[src/rtl/extmem_arbiter_if.sv]
// Requester-side and external-memory-side signals of the burst arbiter.
// slave = arbiter view; master = requesters plus memory (driver view).
interface extmem_arbiter_if #(
  parameter int LEN_W = 16
);
  logic [1:0]       req;
  logic [1:0]       we;
  logic [31:0]      addr0;
  logic [31:0]      addr1;
  logic [LEN_W-1:0] len0;
  logic [LEN_W-1:0] len1;
  logic [31:0]      wdata0;
  logic [31:0]      wdata1;
  logic [1:0]       grant;
  logic [1:0]       beat_ack;
  logic [31:0]      rdata;
  logic [1:0]       done;
  logic             request_extmem;
  logic             write_extmem;
  logic [31:0]      addr_extmem;
  logic [31:0]      w_data;
  logic             valid_extmem;
  logic [31:0]      data_extmem;

  modport slave (
    input  req, we, addr0, addr1, len0, len1, wdata0, wdata1,
    input  valid_extmem, data_extmem,
    output grant, beat_ack, rdata, done,
    output request_extmem, write_extmem, addr_extmem, w_data
  );

  modport master (
    output req, we, addr0, addr1, len0, len1, wdata0, wdata1,
    output valid_extmem, data_extmem,
    input  grant, beat_ack, rdata, done,
    input  request_extmem, write_extmem, addr_extmem, w_data
  );
endinterface

[src/rtl/extmem_arbiter.sv]
// Round-robin arbiter running whole bursts from two requesters on one external memory port.
// Latency: grant 1 cycle after req is sampled in IDLE; one beat per cycle with valid_extmem high.
// Backpressure: valid_extmem low stalls the burst, holding address, count and request.
module extmem_arbiter #(
  parameter int ADDR_INC = 1,
  parameter int LEN_W    = 16
) (
  input  logic             clk,
  input  logic             rst,
  extmem_arbiter_if.slave  bus
);

  typedef enum logic [1:0] {IDLE, BURST, DONE} state_t;

  state_t           state_q, state_d;
  logic             last_q, last_d;
  logic [1:0]       grant_q, grant_d;
  logic [LEN_W-1:0] len_q, len_d;
  logic [LEN_W-1:0] cnt_q, cnt_d;
  logic [31:0]      addr_q, addr_d;
  logic             req_ext_q, req_ext_d;
  logic             wr_q, wr_d;

  logic             winner;
  logic [LEN_W-1:0] win_len;
  logic             beat;

  always_comb begin
    // On a tie the requester that was not served last wins.
    winner    = (bus.req == 2'b11) ? ~last_q : bus.req[1];
    win_len   = winner ? bus.len1 : bus.len0;
    beat      = req_ext_q & bus.valid_extmem;

    state_d   = state_q;
    last_d    = last_q;
    grant_d   = grant_q;
    len_d     = len_q;
    cnt_d     = cnt_q;
    addr_d    = addr_q;
    req_ext_d = req_ext_q;
    wr_d      = wr_q;

    case (state_q)
      IDLE: begin
        if (|bus.req) begin
          last_d  = winner;
          grant_d = winner ? 2'b10 : 2'b01;
          len_d   = win_len;
          addr_d  = winner ? bus.addr1 : bus.addr0;
          cnt_d   = '0;
          if (win_len == '0) begin
            state_d = DONE;
          end else begin
            state_d   = BURST;
            req_ext_d = 1'b1;
            wr_d      = bus.we[winner];
          end
        end
      end
      BURST: begin
        if (beat) begin
          cnt_d  = cnt_q + LEN_W'(1);
          addr_d = addr_q + 32'(ADDR_INC);
          // Request drops on the edge that completes the final beat.
          if (cnt_q == len_q - LEN_W'(1)) begin
            state_d   = DONE;
            req_ext_d = 1'b0;
            wr_d      = 1'b0;
          end
        end
      end
      DONE: begin
        grant_d = '0;
        state_d = IDLE;
      end
      default: begin
        state_d = IDLE;
      end
    endcase
  end

  always_ff @(posedge clk) begin
    if (!rst) begin
      state_q   <= IDLE;
      last_q    <= 1'b1;
      grant_q   <= '0;
      len_q     <= '0;
      cnt_q     <= '0;
      addr_q    <= '0;
      req_ext_q <= 1'b0;
      wr_q      <= 1'b0;
    end else begin
      state_q   <= state_d;
      last_q    <= last_d;
      grant_q   <= grant_d;
      len_q     <= len_d;
      cnt_q     <= cnt_d;
      addr_q    <= addr_d;
      req_ext_q <= req_ext_d;
      wr_q      <= wr_d;
    end
  end

  assign bus.grant          = grant_q;
  assign bus.done           = (state_q == DONE) ? grant_q : 2'b00;
  assign bus.request_extmem = req_ext_q;
  assign bus.write_extmem   = wr_q;
  assign bus.addr_extmem    = addr_q;
  assign bus.beat_ack       = {2{beat}} & grant_q;
  assign bus.rdata          = bus.data_extmem;
  assign bus.w_data         = grant_q[1] ? bus.wdata1 :
                              grant_q[0] ? bus.wdata0 : 32'h0;

endmodule
[src/flat_wrapper.sv]
// flat-port wrapper written by rule: the top's interface ports become plain ports
module extmem_arbiter_flat 
#(
  parameter int ADDR_INC = 1,
  parameter int LEN_W    = 16
)
  (clk, rst, bus_req, bus_we, bus_addr0, bus_addr1, bus_len0, bus_len1, bus_wdata0, bus_wdata1, bus_valid_extmem, bus_data_extmem, bus_grant, bus_beat_ack, bus_rdata, bus_done, bus_request_extmem, bus_write_extmem, bus_addr_extmem, bus_w_data);
  extmem_arbiter_if #(.LEN_W(LEN_W)) bus_i ();
  input  logic clk;
  input  logic rst;
  input wire logic [$bits(bus_i.req)-1:0] bus_req;
  input wire logic [$bits(bus_i.we)-1:0] bus_we;
  input wire logic [$bits(bus_i.addr0)-1:0] bus_addr0;
  input wire logic [$bits(bus_i.addr1)-1:0] bus_addr1;
  input wire logic [$bits(bus_i.len0)-1:0] bus_len0;
  input wire logic [$bits(bus_i.len1)-1:0] bus_len1;
  input wire logic [$bits(bus_i.wdata0)-1:0] bus_wdata0;
  input wire logic [$bits(bus_i.wdata1)-1:0] bus_wdata1;
  input wire logic [$bits(bus_i.valid_extmem)-1:0] bus_valid_extmem;
  input wire logic [$bits(bus_i.data_extmem)-1:0] bus_data_extmem;
  output wire logic [$bits(bus_i.grant)-1:0] bus_grant;
  output wire logic [$bits(bus_i.beat_ack)-1:0] bus_beat_ack;
  output wire logic [$bits(bus_i.rdata)-1:0] bus_rdata;
  output wire logic [$bits(bus_i.done)-1:0] bus_done;
  output wire logic [$bits(bus_i.request_extmem)-1:0] bus_request_extmem;
  output wire logic [$bits(bus_i.write_extmem)-1:0] bus_write_extmem;
  output wire logic [$bits(bus_i.addr_extmem)-1:0] bus_addr_extmem;
  output wire logic [$bits(bus_i.w_data)-1:0] bus_w_data;
  assign bus_i.req = bus_req;
  assign bus_i.we = bus_we;
  assign bus_i.addr0 = bus_addr0;
  assign bus_i.addr1 = bus_addr1;
  assign bus_i.len0 = bus_len0;
  assign bus_i.len1 = bus_len1;
  assign bus_i.wdata0 = bus_wdata0;
  assign bus_i.wdata1 = bus_wdata1;
  assign bus_i.valid_extmem = bus_valid_extmem;
  assign bus_i.data_extmem = bus_data_extmem;
  assign bus_grant = bus_i.grant;
  assign bus_beat_ack = bus_i.beat_ack;
  assign bus_rdata = bus_i.rdata;
  assign bus_done = bus_i.done;
  assign bus_request_extmem = bus_i.request_extmem;
  assign bus_write_extmem = bus_i.write_extmem;
  assign bus_addr_extmem = bus_i.addr_extmem;
  assign bus_w_data = bus_i.w_data;
  extmem_arbiter #(.ADDR_INC(ADDR_INC), .LEN_W(LEN_W)) u_core (.clk(clk), .rst(rst), .bus(bus_i));
endmodule
[config.mk]
export PLATFORM = sky130hd
export DESIGN_NAME = extmem_arbiter_flat
export DESIGN_NICKNAME = d
export VERILOG_FILES = /design/src/rtl/extmem_arbiter_if.sv /design/src/rtl/extmem_arbiter.sv /design/src/flat_wrapper.sv
export SDC_FILE = /design/constraint.sdc
export NUM_CORES = 1
export LEC_CHECK = 0
export CAP_MARGIN = 15
export CORE_MARGIN = 8
export CORE_UTILIZATION = 39
export DETAILED_ROUTE_END_ITERATION = 12
export MAX_ROUTING_LAYER = met4
export PLACE_DENSITY = 0.83
export SLEW_MARGIN = 10
export SYNTH_ARGS = -nofsm -noshare
export SYNTH_HDL_FRONTEND = slang
export SYNTH_SLANG_ARGS = --single-unit
[constraint.sdc]
create_clock -name clk -period 3 [get_ports clk]
set_input_delay 0.6 -clock clk [delete_from_list [all_inputs] [get_ports clk]]
set_output_delay 0.6 -clock clk [all_outputs]
set_load 0.005 [all_outputs]
==> run metrics <==
first-pass GRT wire length between 30000 and 40000 microns; Port Buffers 238; TritonCTS buffer count 9; top post-synthesis cells by count nand2_1 (124), nor2_1 (76), dfxtp_1 (71), a21oi_1 (57), clkbuf_1 (43); CTS root buffer clkbuf_16; setup bufs post-CTS 0; Post-CTS Hold Buffers 0; diode count 0; largest net degree at the start of global routing 52; final core utilization 59.6%; Fill cells 1171; vias in the first global route 6117; core box area between 0.01 and 0.015 sq mm; clk buf depth 2; area delta synth->final 51.1%; CTS clk-pin slew, worst paths 0.06 ns; total global-route track usage a little under a quarter; Async SR Flop Fraction 0%; Yosys top cell by area dfxtp_1; DR WL/cell between 15 and 20 microns; post-synthesis sequential area ratio 27.5%; ys flop type dfxtp_1; R2R depth 7; drt drc 0; DR vias/cell ~5.7; CTS-repair resized insts 0; fin nets about 1100; clk_skew 0.00821 ns; count of clock tree sinks a little over 70; Die Ht between 100 and 150 microns; CTS tree done; EDFF count, synth 0; status finished, final reports clean; critical path class reg -> out; DRT antenna net count 0; drt pass-1 iters 5; grt ovf 0; CP max FO 32; Max H-tree Level 3; RSZ-0062 raised after global routing false; DRT Wirelength 20500 microns; hpwl dp 15500 microns; Yosys top cell area share roughly 28%; critical path arrival 1.99 ns; Worst slew margin 54.5%; Sequential Area 0.00142 sq mm; #FFs+latches synth 71; Die Area approximately 0.017 sq mm; Critical Path RT roughly 2.4 ns; Worst Max-Slew Pin Slew 0.677 ns; die width 131 microns; Leak Pwr a little under 3 nW; post-synthesis instance total roughly 740; Final min period 2.59 ns; clk_lat worst skew 0.34 ns; Placer Congestion between 0.8 and 0.9; final setup vio count 0; Netlist cell types 63; Worst VDD drop ~0.24 mV; via count 6233; largest cells by area after synthesis dfxtp_1 (28%), nand2_1 (9.0%), a22o_1 (5.6%); number of max-cap violations 0; Final Hold Viols 0; yosys warns 0; antenna violations before repair 0; Worst Hold Slack 0.512 ns; final period utilization 86.4%; most common cell in the netlist nand2_1; Pwr Density 497 mW/mm^2; area of the multi-input gates 0.00326 sq mm; I/O pin count 303; class of the worst hold path reg -> reg; Hold Crit Depth 2; synthesized area per cell 7.01 sq um; Initial Util 39.5%; drt first-iter violations 471; Mapped Area 0.00516 sq mm; layout cells sized above 1 6.26%; Crit. End Element output port; f_max 386 MHz; Syn Nets around 940; Startpoint Class register; # rows 42; Post-Route Setup TNS 0 ns; Slew Viols, Final 0
==> cell families after synthesis <==
kind of cell | synth area share, %
XOR/XNOR | 4.75
AO/OA/AOI/OAI | 25.4
buffers and inverters | 9.67
AND/OR/NAND/NOR | 30.1
flip-flops | 27.5
adder cells (fa/ha/maj) | 0.727
multiplexers | 1.82
==> cells in the final DEF, fill, tap and decap left out, drive strengths merged, types with 6 or more instances in the layout <==
| cell type | synthesis | routed |
|---|---|---|
| buf | 43 | 23 |
| nand3 | 38 | 38 |
| mux2i | 6 | 6 |
| xor2 | 12 | 12 |
| nor4 | 16 | 16 |
| and3 | 10 | 10 |
| a21oi | 57 | 57 |
| a211oi | 6 | 6 |
| clkbuf | 43 | 12 |
| a31oi | 9 | 9 |
| nor3 | 23 | 23 |
| o21ai | 41 | 41 |
| a311oi | 17 | 17 |
| inv | 10 | 10 |
| nor2 | 76 | 76 |
| xnor2 | 16 | 16 |
| clkdlybuf4s50 | 0 | 238 |
| a22o | 33 | 33 |
| dfxtp | 71 | 71 |
| nand2 | 125 | 125 |
| nand4 | 21 | 21 |
==> critical path, cell delays in order (launching register included) <==
cell and delay (ns):
dfxtp_1 0.40, nor2b_2 0.16, buf_4 0.33, a22o_1 0.18
clkdlybuf4s50_1 0.57
==> per-layer routing <==
metal | part of all wire, % | global-route usage, %
met1 | 40 | 28.9
met2 | 50 | 37.5
met3 | 7.9 | 6.67
met4 | 2.1 | 8.31
met5 | 0 | -
==> through the flow <==
step                setup WS [ns]  cells  power [mW]  cell area [sq um]
global route                0.274   1103        4.09               7800
detailed placement          0.487   1087        2.79               7510
finish                      0.408   1103        3.88               7800
CTS                         0.401   1103        3.88               7800
global placement            0.512   1087        2.77               7510
floorplan                   0.705    736        2.05               5160
==> flip-flops by register name, summed over array words and instances, names as in the netlist <==
| register | cells |
|---|---|
| u_core.state_q | 2 |
| u_core.bus.addr_extmem | 32 |
| u_core.cnt_q | 16 |
| u_core.bus.write_extmem | 1 |
| u_core.bus.request_extmem | 1 |
| u_core.last_q | 1 |
| u_core.len_q | 16 |
| u_core.bus.grant | 2 |
==> area by class of cell <==
cell class / count / area share, %
multi-input combinational: 568 / 41.8
inverter: 11 / 0.529
tap: 176 / 2.82
clock inverter: 4 / 0.577
clock buffer: 12 / 3.16
sequential: 71 / 18.2
timing repair buffer: 261 / 32.9
==> power by group <==
part,internal [mW],switching [mW]
clock network,0.663,0.416
registers,1.07,0.179
logic,0.806,0.743
total,2.54,1.34
==> worst paths after layout <==
kind / endpoint / startpoint / slack (ns)
worst max-delay path: bus_w_data[17] / u_core.bus.grant[0] / 0.41
worst min-delay path: u_core.bus.addr_extmem[16] / u_core.bus.addr_extmem[16] / 0.51
worst max register to register: u_core.state_q[0] / u_core.len_q[6] / 0.62
worst min register to register: u_core.bus.addr_extmem[16] / u_core.bus.addr_extmem[16] / 0.51
No activity file was read; power rests on OpenSTA's default activity.
